===== config.mk =====
export PLATFORM = sky130hd
export DESIGN_NAME = uart_rx_os_flat
export DESIGN_NICKNAME = d
export VERILOG_FILES = /design/src/rtl/uart_rx_os_if.sv /design/src/rtl/uart_rx_os.sv /design/src/flat_wrapper.sv
export SDC_FILE = /design/constraint.sdc
export NUM_CORES = 1
export LEC_CHECK = 0
export BUFFER_PORTS_ARGS = -buffer_cell sky130_fd_sc_hd__buf_2
export CORE_ASPECT_RATIO = 0.75
export CORE_MARGIN = 4
export CORE_UTILIZATION = 62
export DETAILED_ROUTE_END_ITERATION = 8
export PLACE_DENSITY = 0.83
export RECOVER_POWER = 25
export SETUP_SLACK_MARGIN = 0.2
export SLEW_MARGIN = 20
export SYNTH_ARGS = -nofsm -noshare
export SYNTH_HDL_FRONTEND = slang
export SYNTH_SLANG_ARGS = --single-unit
export TNS_END_PERCENT = 100

===== constraint.sdc =====
create_clock -name clk -period 3.3 [get_ports clk]
set_input_delay 0.66 -clock clk [delete_from_list [all_inputs] [get_ports clk]]
set_output_delay 0.66 -clock clk [all_outputs]
set_load 0.01 [all_outputs]

===== src/rtl/uart_rx_os_if.sv =====
// Receive-side bus of the oversampling UART: serial line in, byte handshake and status out.
interface uart_rx_os_if;
    logic       rx;
    logic       rd_en;
    logic [7:0] dout;
    logic       rd_rdy;
    logic       frame_err;
    logic       overrun;
    logic       busy;

    modport master (
        output rx, rd_en,
        input  dout, rd_rdy, frame_err, overrun, busy
    );

    modport slave (
        input  rx, rd_en,
        output dout, rd_rdy, frame_err, overrun, busy
    );
endinterface


===== src/rtl/uart_rx_os.sv =====
// Oversampling 8N1 UART receiver with rd_en/rd_rdy byte handshake,
// framing-error and overrun pulses.
module uart_rx_os #(
    parameter int unsigned CLKS_PER_BIT = 16
) (
    input  logic         clk,
    input  logic         rst,
    uart_rx_os_if.slave  bus
);
    localparam int unsigned CW = $clog2(CLKS_PER_BIT);
    localparam logic [CW-1:0] CNT_LAST = CW'(CLKS_PER_BIT - 1);
    localparam logic [CW-1:0] CNT_MID  = CW'(CLKS_PER_BIT / 2 - 1);

    typedef enum logic [2:0] {
        S_IDLE,
        S_START,
        S_DATA,
        S_STOP,
        S_WAITHI
    } state_e;

    state_e        state_q;
    logic [CW-1:0] cnt_q;
    logic [2:0]    bit_q;
    logic [7:0]    shift_q;
    logic          sync1_q;
    logic          sync2_q;
    logic [7:0]    dout_q;
    logic          rd_rdy_q;
    logic          frame_err_q;
    logic          overrun_q;
    logic          busy_q;

    logic rx_s;
    logic done_c;

    assign rx_s   = sync2_q;
    // A good stop bit is being sampled this cycle.
    assign done_c = (state_q == S_STOP) && (cnt_q == CNT_LAST) && rx_s;

    always_ff @(posedge clk) begin
        if (rst) begin
            state_q     <= S_IDLE;
            cnt_q       <= '0;
            bit_q       <= '0;
            shift_q     <= '0;
            sync1_q     <= 1'b1;
            sync2_q     <= 1'b1;
            dout_q      <= '0;
            rd_rdy_q    <= 1'b0;
            frame_err_q <= 1'b0;
            overrun_q   <= 1'b0;
            busy_q      <= 1'b0;
        end else begin
            sync1_q     <= bus.rx;
            sync2_q     <= sync1_q;
            frame_err_q <= 1'b0;
            overrun_q   <= 1'b0;

            case (state_q)
                S_IDLE: begin
                    if (!rx_s) begin
                        state_q <= S_START;
                        cnt_q   <= '0;
                        busy_q  <= 1'b1;
                    end
                end
                S_START: begin
                    if (cnt_q == CNT_MID) begin
                        if (!rx_s) begin
                            state_q <= S_DATA;
                            cnt_q   <= '0;
                            bit_q   <= '0;
                        end else begin
                            state_q <= S_IDLE;
                            busy_q  <= 1'b0;
                        end
                    end else begin
                        cnt_q <= cnt_q + CW'(1);
                    end
                end
                S_DATA: begin
                    if (cnt_q == CNT_LAST) begin
                        shift_q[bit_q] <= rx_s;
                        cnt_q          <= '0;
                        if (bit_q == 3'd7) begin
                            state_q <= S_STOP;
                        end else begin
                            bit_q <= bit_q + 3'd1;
                        end
                    end else begin
                        cnt_q <= cnt_q + CW'(1);
                    end
                end
                S_STOP: begin
                    if (cnt_q == CNT_LAST) begin
                        cnt_q <= '0;
                        if (rx_s) begin
                            state_q <= S_IDLE;
                            busy_q  <= 1'b0;
                        end else begin
                            frame_err_q <= 1'b1;
                            state_q     <= S_WAITHI;
                        end
                    end else begin
                        cnt_q <= cnt_q + CW'(1);
                    end
                end
                S_WAITHI: begin
                    // Line break: wait for the line to return high before re-arming.
                    if (rx_s) begin
                        state_q <= S_IDLE;
                        busy_q  <= 1'b0;
                    end
                end
                default: begin
                    state_q <= S_IDLE;
                    busy_q  <= 1'b0;
                end
            endcase

            // A read in the completion cycle frees the slot for the new byte.
            if (done_c) begin
                if (!rd_rdy_q || bus.rd_en) begin
                    dout_q   <= shift_q;
                    rd_rdy_q <= 1'b1;
                end else begin
                    overrun_q <= 1'b1;
                end
            end else if (rd_rdy_q && bus.rd_en) begin
                rd_rdy_q <= 1'b0;
            end
        end
    end

    assign bus.dout      = dout_q;
    assign bus.rd_rdy    = rd_rdy_q;
    assign bus.frame_err = frame_err_q;
    assign bus.overrun   = overrun_q;
    assign bus.busy      = busy_q;
endmodule


===== src/flat_wrapper.sv =====
// flat-port wrapper written by rule: the top's interface ports become plain ports
module uart_rx_os_flat 
#(
    parameter int unsigned CLKS_PER_BIT = 16
)
  (clk, rst, bus_rx, bus_rd_en, bus_dout, bus_rd_rdy, bus_frame_err, bus_overrun, bus_busy);
  uart_rx_os_if bus_i ();
  input  logic clk;
  input  logic rst;
  input wire logic [$bits(bus_i.rx)-1:0] bus_rx;
  input wire logic [$bits(bus_i.rd_en)-1:0] bus_rd_en;
  output wire logic [$bits(bus_i.dout)-1:0] bus_dout;
  output wire logic [$bits(bus_i.rd_rdy)-1:0] bus_rd_rdy;
  output wire logic [$bits(bus_i.frame_err)-1:0] bus_frame_err;
  output wire logic [$bits(bus_i.overrun)-1:0] bus_overrun;
  output wire logic [$bits(bus_i.busy)-1:0] bus_busy;
  assign bus_i.rx = bus_rx;
  assign bus_i.rd_en = bus_rd_en;
  assign bus_dout = bus_i.dout;
  assign bus_rd_rdy = bus_i.rd_rdy;
  assign bus_frame_err = bus_i.frame_err;
  assign bus_overrun = bus_i.overrun;
  assign bus_busy = bus_i.busy;
  uart_rx_os #(.CLKS_PER_BIT(CLKS_PER_BIT)) u_core (.clk(clk), .rst(rst), .bus(bus_i));
endmodule

==> results by stage, run 1 <==
Timing:
- The worst hold-check slack is 418.3 ps.
- Setup repair after global routing left no endpoint under its margin.
- The number of pins with negative max-slew slack in the final report is 0.
- The pin slew with the least headroom to its limit is 612.9 ps.
- The worst setup margin is 1170 ps.
- The number of hold violations in the final report is 0.
- The routed design could run at a clock period as short as 2130 ps.
- Dividing the final minimum period by the clock period gives 0.6454.
- Between clock sinks in the finished design, the worst skew comes to between 7 and 8 ps.
- The aggregate negative setup slack is 0 ps.
- Measured against its own limit, the worst slew margin works out to 0.5914.
- The highest achievable clock rate is roughly 0.47 GHz.
- Setup violations remaining at the end of the flow were counted as 0.

Synthesis:
- The sequential fraction of the synthesis area is 0.4060.
- The cell count after synthesis came out at 168.
- The count of state elements after synthesis is 32.
- In this run the cell area of the synthesized design comes to 1578 um2.
- The share of async-settable or async-resettable flops after synthesis is 0.
- After synthesis, the netlist uses 47 different library cells.
- The top flip-flop cell by instance count after synthesis is sky130_fd_sc_hd__dfxtp_1.
- The Yosys step of the flow raised 0 warnings.
- A synthesized cell averages 9.391 um2.
- The synthesized design contains 0 enable-type register cells.
- The net count after synthesis is 175.

Clock network:
- At the later pin of the worst-skew pair, clock insertion delay measures between 300 and 400 ps.
- The post-cts repair resize count is 0.
- The CTS H-tree depth is 2.
- Hold repair after CTS inserted 0 buffers.
- The clock-pin slew on the worst setup and hold paths is 100 ps.
- The CTS sink count is 32.
- Buffers inserted during clock tree synthesis total 5.
- The number of setup buffers added after CTS is 0.
- The buffer type at the clock tree root is sky130_fd_sc_hd__clkbuf_4.
- Counting along the longest clock path gives a buffer depth of 2.
- The TritonCTS clock tree is yes.

Setup path:
- The most critical setup path has its startpoint at rst.
- For the worst setup path, the data required time is 3500 ps.
- Among all stages on the critical path, the largest delay is contributed by sky130_fd_sc_hd__clkinv_1.
- The critical path capture point type is a flip-flop.
- The critical path startpoint category is an input pin.
- The worst register-to-register path begins at u_core.cnt_q[0].
- The type of the setup path with the least slack is in2reg.
- The endpoint arrival time on the critical path is 2330 ps.
- The kind of cell with the highest combined delay along the critical path is buffers and inverters.
- The highest net fanout along the worst path is 19.
- For this run, the slowest stage of the critical path takes between 600 and 700 ps.
- Counting both buffers and inverters, the worst setup path holds a total of 2.
- The signal on the critical path passes through clkbuf_1 -> clkinv_1 -> nand2_1 -> mux2i_1.

Job:
- Across the run, the number of max-cap violations was 0.

Global route:
- The all-layer global routing usage is 0.2246.
- The final global-route overflow total is 0.
- The initial antenna violation count is 0.
- Entering global routing, the biggest net connects 20 pins.
- The first global-routing pass estimated 5.713 mm of wire.
- The number of global-route vias before repair is 1209.

Routing:
- The mean number of vias per cell is 6.180.
- The detailed router used layers up to and including met4.
- The antenna violation net count after detailed routing is 0.
- The first detailed-routing pass ran for 4 iterations.
- The met3 wire length is about 230 um.
- The number of DRC violations after detailed routing is 0.
- After detailed routing, the average wire length per cell comes to 15.59 um.
- The violation count after the first detailed-route iteration is 83.
- In the detailed route, the total length drawn on met2 is 1.385 mm.
- The routed length on met1 is between 1.5 and 2 mm.
- The total number of vias is between 1000 and 1500.
- The total routed wirelength is 3.289 mm.

Layout:
- The finished layout cell area is between 1500 and 2000 um2.
- 0 antenna diodes ended up in the layout.
- Relative to the synthesized area, the layout overhead comes to 5.472%.
- The share of cells above drive strength 1 is 0.1073.
- Measured on the finished design, the core utilization comes to 0.7037.
- The net count of the finished layout is 183.

Place:
- At the placement stage, the worst setup path has a slack of roughly 1200 ps.
- In this run the tool buffered the top-level ports with 15 buffer cells.
- The final weighted congestion in routability-driven placement is ~0.80.
- The placed wire-length estimate is 2.322 mm.
- The placed instance area is 1618 um2.

Hold path:
- The path category of the worst min-delay check is reg2reg.
- The startpoint of the most critical hold path is u_core.sync1_q.

Floorplanning:
- The die extent in x is 66.25 um.
- Pin placement for this block handled 16 I/O pins.
- The overall die height is slightly above 50 um.
- Row generation in the floorplan step produced 15 rows.
- The initial core utilization is 0.6672.
- The core area is about 2400 um2.
- The floorplan step defined a die boundary enclosing 3424 um2.

Pwr:
- IR analysis of the VDD net gives a maximum drop of 0.2702 mV.
- For this design the ratio of total power to cell area is 388.8 nW/um2.
- The leakage component of the power is 0.6507 nW.

Status:
- The run finished with clean final reports.
==> cell type report <==
| type | count | area (um2) |
|---|---|---|
| multi-input cells | 115 | 833.3 |
| inverters | 7 | 26.28 |
| fillers | 207 | 700.7 |
| clock buffers | 8 | 58.81 |
| well taps | 34 | 42.54 |
| repair buffers | 15 | 62.56 |
| flip-flops and latches | 32 | 640.6 |
==> through the flow <==
step	instances	power [W]
floorplan	168	0.0004179
global placement	203	0.0004236
detailed placement	203	0.0004241
CTS	211	0.0006522
global route	211	0.0006797
finish	211	0.0006470
==> flip-flops by register name (all words and copies together), names as in the netlist <==
signal	count
u_core.bit_q	3
u_core.bus.busy	1
u_core.bus.dout	8
u_core.bus.frame_err	1
u_core.bus.overrun	1
u_core.bus.rd_rdy	1
u_core.cnt_q	4
u_core.rx_s	1
u_core.shift_q	8
u_core.state_q	3
u_core.sync1_q	1
==> synth_stat cells, types with 3 or more instances <==
cell type / n / share of area
sky130_fd_sc_hd__dfxtp_1: 32 / 0.41
sky130_fd_sc_hd__mux2i_1: 12 / 0.076
sky130_fd_sc_hd__nor4_1: 11 / 0.044
sky130_fd_sc_hd__nand2b_1: 10 / 0.040
sky130_fd_sc_hd__a31o_1: 8 / 0.044
sky130_fd_sc_hd__nand2_1: 8 / 0.019
sky130_fd_sc_hd__nand3_1: 7 / 0.022
sky130_fd_sc_hd__inv_1: 6 / 0.014
sky130_fd_sc_hd__buf_2: 5 / 0.016
sky130_fd_sc_hd__clkbuf_1: 5 / 0.012
sky130_fd_sc_hd__or2_2: 5 / 0.020
sky130_fd_sc_hd__nor2_1: 4 / 0.0095
sky130_fd_sc_hd__a21oi_1: 3 / 0.0095
sky130_fd_sc_hd__and3_1: 3 / 0.012
sky130_fd_sc_hd__ha_1: 3 / 0.024
sky130_fd_sc_hd__nand4_1: 3 / 0.012
sky130_fd_sc_hd__nor3_1: 3 / 0.0095
sky130_fd_sc_hd__nor4b_1: 3 / 0.017
==> cell families after synthesis <==
group	share of synthesized area
simple gates	0.2903
mux	0.07613
xor+xnor	0.005552
compound gates	0.1261
flops	0.4060
buf+inv	0.06581
fa+ha+maj	0.03014
==> cells in the final DEF (no fill, tap or decap), types with 2 or more instances in the layout <==
| cell | netlist | routed |
|---|---|---|
| sky130_fd_sc_hd__or2_2 | 5 | 5 |
| sky130_fd_sc_hd__nor3_1 | 3 | 3 |
| sky130_fd_sc_hd__nand3_1 | 7 | 7 |
| sky130_fd_sc_hd__clkbuf_4 | 0 | 5 |
| sky130_fd_sc_hd__nor4_1 | 11 | 11 |
| sky130_fd_sc_hd__dfxtp_1 | 32 | 32 |
| sky130_fd_sc_hd__nor2b_1 | 2 | 2 |
| sky130_fd_sc_hd__o32ai_1 | 2 | 2 |
| sky130_fd_sc_hd__o211ai_1 | 2 | 2 |
| sky130_fd_sc_hd__clkbuf_1 | 5 | 12 |
| sky130_fd_sc_hd__nor2_1 | 4 | 4 |
| sky130_fd_sc_hd__and2b_1 | 2 | 2 |
| sky130_fd_sc_hd__o21ai_0 | 2 | 2 |
| sky130_fd_sc_hd__ha_1 | 3 | 3 |
| sky130_fd_sc_hd__nand2_1 | 8 | 8 |
| sky130_fd_sc_hd__o2111ai_1 | 2 | 2 |
| sky130_fd_sc_hd__nor4b_1 | 3 | 3 |
| sky130_fd_sc_hd__a21oi_1 | 3 | 3 |
| sky130_fd_sc_hd__inv_1 | 6 | 6 |
| sky130_fd_sc_hd__o22ai_1 | 2 | 2 |
| sky130_fd_sc_hd__mux2i_1 | 12 | 12 |
| sky130_fd_sc_hd__buf_2 | 5 | 5 |
| sky130_fd_sc_hd__and3_1 | 3 | 3 |
| sky130_fd_sc_hd__a31o_1 | 8 | 8 |
| sky130_fd_sc_hd__nand4_1 | 3 | 3 |
| sky130_fd_sc_hd__nand2b_1 | 10 | 10 |
==> final timing paths <==
check | endpoint | slack [ps] | depth (start not counted)
worst min register to register | u_core.rx_s | 420 | 1
worst min-delay path | u_core.rx_s | 420 | 1
worst max register to register | u_core.bus.dout[5] | 1290 | 4
worst max-delay path | u_core.shift_q[5] | 1170 | 4
==> where the power goes <==
| part | switching (W) | internal, W | total [W] | leakage, nW |
|---|---|---|---|---|
| clock network | 0.000127 | 0.000105 | 0.000232 | 0.0326 |
| logic | 0.0000141 | 0.00000930 | 0.0000234 | 0.360 |
| registers | 0.00000339 | 0.000388 | 0.000392 | 0.258 |
==> routing by layer <==
metal  global-route usage  vias up
li1                     -      639
met4              0.09459        0
met3              0.09503        6
met5                    0        -
met2               0.3180       52
met1               0.2976      607
(Power assumes the default switching activity.)
==> run 2, diff against run 1 <==
- CORE_UTILIZATION: 62 -> 52
- PLACE_DENSITY: 0.83 -> 0.74
- clock period: 3.3 -> 1.9 ns (I/O delays scaled with it)
==> run 2 against run 1 <==
Net effect: utilization down 8.1 points; combinational power up 92%; sequential cell count unchanged; worst setup slack worse by 890 ps; total power up 110%; count of clock-buffer cells in the layout down 3; critical path type is now reg2reg; critical path depth unchanged; die area up 16%; wire length up 2.2%.
==> results by stage, run 2 (synthesized netlist as in run 1, its figures left out) <==
Job:
- The number of maximum-capacitance constraint violations was 0 (unchanged).

Routing:
- The number of DRC violations after detailed routing came to 0 (unchanged).
- The top routing layer in use is met4 (unchanged).
- The routed length on met1 is 1.722 mm (was 1.619 mm).
- The routed wirelength normalized by instance count is 14.93 um (was 15.59 um).
- The wire length on met2 is 1.468 mm (was 1.385 mm).
- The met3 wire length is 123 um (was 234 um).
- The total number of vias is 1307 (was 1304).
- The antenna violation net count after detailed routing is 0 (unchanged).
- The mean number of vias per cell is 5.809 (was 6.180).
- The count of TritonRoute iterations in the first routing pass is 4 (unchanged).
- The violation count after the first detailed-route iteration is 123 (was 83).
- The total routed wirelength is 3.360 mm (was 3.289 mm).

Timing:
- The setup-violating endpoint count in the final report came to 0 (unchanged).
- Setup repair after global routing missed its margin: false (unchanged).
- After layout, the minimum clock period comes to 1621 ps.
- The post-route clock period utilization is 0.8534.
- The aggregate negative setup slack is 0 ps (unchanged).
- The worst slew slack as a fraction of its limit came to 0.6845 (was 0.5914).
- The final clock skew was 10.60 ps (was 7.122 ps).
- The number of pins with negative max-slew slack in the final report came to 0 (unchanged).
- The pin slew with the least headroom to its limit came to 473.3 ps (was 612.9 ps).
- The highest achievable clock rate is 0.6167 GHz.
- The number of hold violations in the final report was 0 (unchanged).

Clock network:
- The number of setup buffers added after CTS is 0 (unchanged).
- The post-cts hold buffer count is 0 (unchanged).
- The clock latency on the worst-skew pair was 290 ps (was 330 ps).
- The number of buffers between clock root and the deepest sink came to 2 (unchanged).
- The buffer type at the clock tree root is sky130_fd_sc_hd__clkbuf_8 (was sky130_fd_sc_hd__clkbuf_4).
- The clock-pin slew on the worst setup and hold paths came to 70 ps (was 100 ps).
- The TritonCTS clock tree is yes (unchanged).
- The CTS buffer count is 5 (unchanged).
- The CTS H-tree depth is 2 (unchanged).
- The CTS sink count is 32 (unchanged).

Global route:
- The final global-route overflow total is 0 (unchanged).
- The all-layer global routing usage is 0.1763 (was 0.2246).
- The number of global-route vias before repair is 1233 (was 1209).
- The wire length of the first global-routing pass is 5.582 mm (was 5.713 mm).
- The pin count of the biggest net entering global routing is 13 (was 20).
- The initial antenna violation count is 0 (unchanged).

Pwr:
- The maximum vdd ir drop is 0.4347 mV (was 0.2702 mV).
- The power per unit of standard cell area is 752.1 nW/um2 (was 388.8 nW/um2).
- The total chip power came to 0.001364 W (was 0.0006470 W).
- The leakage component of the power is 0.7184 nW (was 0.6507 nW).

Hold path:
- The hold-critical path depth is 2 (was 1).
- The startpoint of the most critical hold path is bus_rx (was u_core.sync1_q).
- The destination of the worst hold path was u_core.sync1_q (was u_core.rx_s).
- The path category of the worst min-delay check is in2reg (was reg2reg).

Layout:
- The number of fillers in the final layout was 251 (was 207).
- The antenna diode count is 0 (unchanged).
- The growth of design area from synthesis to finish came to 14.99% (was 5.472%).
- The final non-filler cell total is 225 (was 211).
- The net count of the finished layout is 193 (was 183).
- The most common cell after layout, fill and taps aside is sky130_fd_sc_hd__dfxtp_1 (unchanged).
- The share of cells above drive strength 1 was 0.1872 (was 0.1073).
- The final design utilization came to 0.6226 (was 0.7037).
- Highest-count cells in the layout ignoring fill and taps: sky130_fd_sc_hd__dfxtp_1 (31), sky130_fd_sc_hd__mux2i_1 (12), sky130_fd_sc_hd__nor4_1 (11), sky130_fd_sc_hd__clkbuf_1 (11), sky130_fd_sc_hd__nand2b_1 (10) (was sky130_fd_sc_hd__dfxtp_1 (32), sky130_fd_sc_hd__mux2i_1 (12), sky130_fd_sc_hd__clkbuf_1 (12)).

Place:
- The placed wire-length estimate is 2.406 mm (was 2.322 mm).
- The number of cells after detailed placement is 217 (was 203).
- The final weighted congestion in routability-driven placement is 0.8853 (was 0.8040).
- The number of port buffers was 15 (unchanged).

Setup path:
- The worst-case register-to-register setup slack is 280 ps (was 1290 ps).
- The highest net fanout along the worst path is 8 (was 19).
- The count of cells along the worst register-to-register path is 4 (unchanged).
- The type of the setup path with the least slack is reg2reg (was in2reg).
- The reg-to-reg startpoint is u_core.cnt_q[0] (unchanged).
- The critical path required time is 2080 ps (was 3500 ps).
- The reg-to-reg endpoint is u_core.bus.dout[2] (was u_core.bus.dout[5]).
- The endpoint arrival time on the critical path is 1800 ps (was 2330 ps).
- The critical path startpoint category is a flip-flop (was input pin).
- The critical path capture point type is a flip-flop (unchanged).

Floorplanning:
- The overall die height was 55.71 um (was 51.69 um).
- The core area is 2914 um2 (was 2365 um2).
- The count of pins on the block boundary is 16 (unchanged).
- The number of standard-cell rows in the floorplan was 17 (was 15).
- The initial core utilization came to 0.5414 (was 0.6672).
- The die extent in x was 71.61 um (was 66.25 um).
- The die area is 3989 um2 (was 3424 um2).

Status:
- Outcome: completed (unchanged).
[run 2: repair_timing]
item                                    4_1_cts  5_1_grt
resized for setup                             1        4
endpoints found under the setup margin        8        9
pin swaps                                     0        2
[run 2: worst max-delay path, stage by stage (launching register included)]
cell                       delay [ps]
sky130_fd_sc_hd__dfxtp_1          390
sky130_fd_sc_hd__ha_1             240
sky130_fd_sc_hd__nand4b_4         180
sky130_fd_sc_hd__or3_4            480
sky130_fd_sc_hd__a31o_1           240
[run 2: power by group]
| group | internal [W] | switching [W] | total (W) |
|---|---|---|---|
| Clock | 0.000388 | 0.000251 | 0.000639 |
| Combinational | 0.0000186 | 0.0000265 | 0.0000450 |
| Sequential | 0.000675 | 0.00000578 | 0.000681 |
[run 2: per-stage QoR]
stage          hold WS [ps]  cell area, um2  worst slack, ps
6_report              280.2            1814            278.5
3_3_place_gp          393.0            1698            228.7
5_1_grt               272.4            1814            212.0
3_5_place_dp          395.9            1698            182.1
4_1_cts               274.8            1810            203.7
2_1_floorplan         389.5            1578            270.9
[run 2: per-layer routing]
| layer | GRT usage | vias to the layer above |
|---|---|---|
| li1 | - | 656 |
| met1 | 0.2456 | 624 |
| met2 | 0.2500 | 23 |
| met3 | 0.05957 | 4 |
| met4 | 0.06434 | 0 |
| met5 | 0 | - |
[run 2: how the worst max path moves through the flow]
stage | startpoint | endpoint | slack, ps
floorplan | u_core.cnt_q[0] | u_core.bus.dout[0] | 270
global placement | u_core.cnt_q[3] | u_core.bus.dout[7] | 230
detailed placement | u_core.cnt_q[3] | u_core.bus.dout[2] | 180
CTS | u_core.cnt_q[0] | u_core.bus.dout[2] | 200
global route | u_core.cnt_q[0] | u_core.bus.dout[5] | 210
finish | u_core.cnt_q[0] | u_core.bus.dout[2] | 280
[run 2: layout make-up]
type,instances,area [um2],area share
multi-input combinational,115,853.3,0.4703
sequential,32,641.9,0.3538
timing repair buffer,25,133.9,0.07379
clock buffer,5,68.82,0.03793
tap,38,47.55,0.02621
clock inverter,3,42.54,0.02345
inverter,7,26.28,0.01448
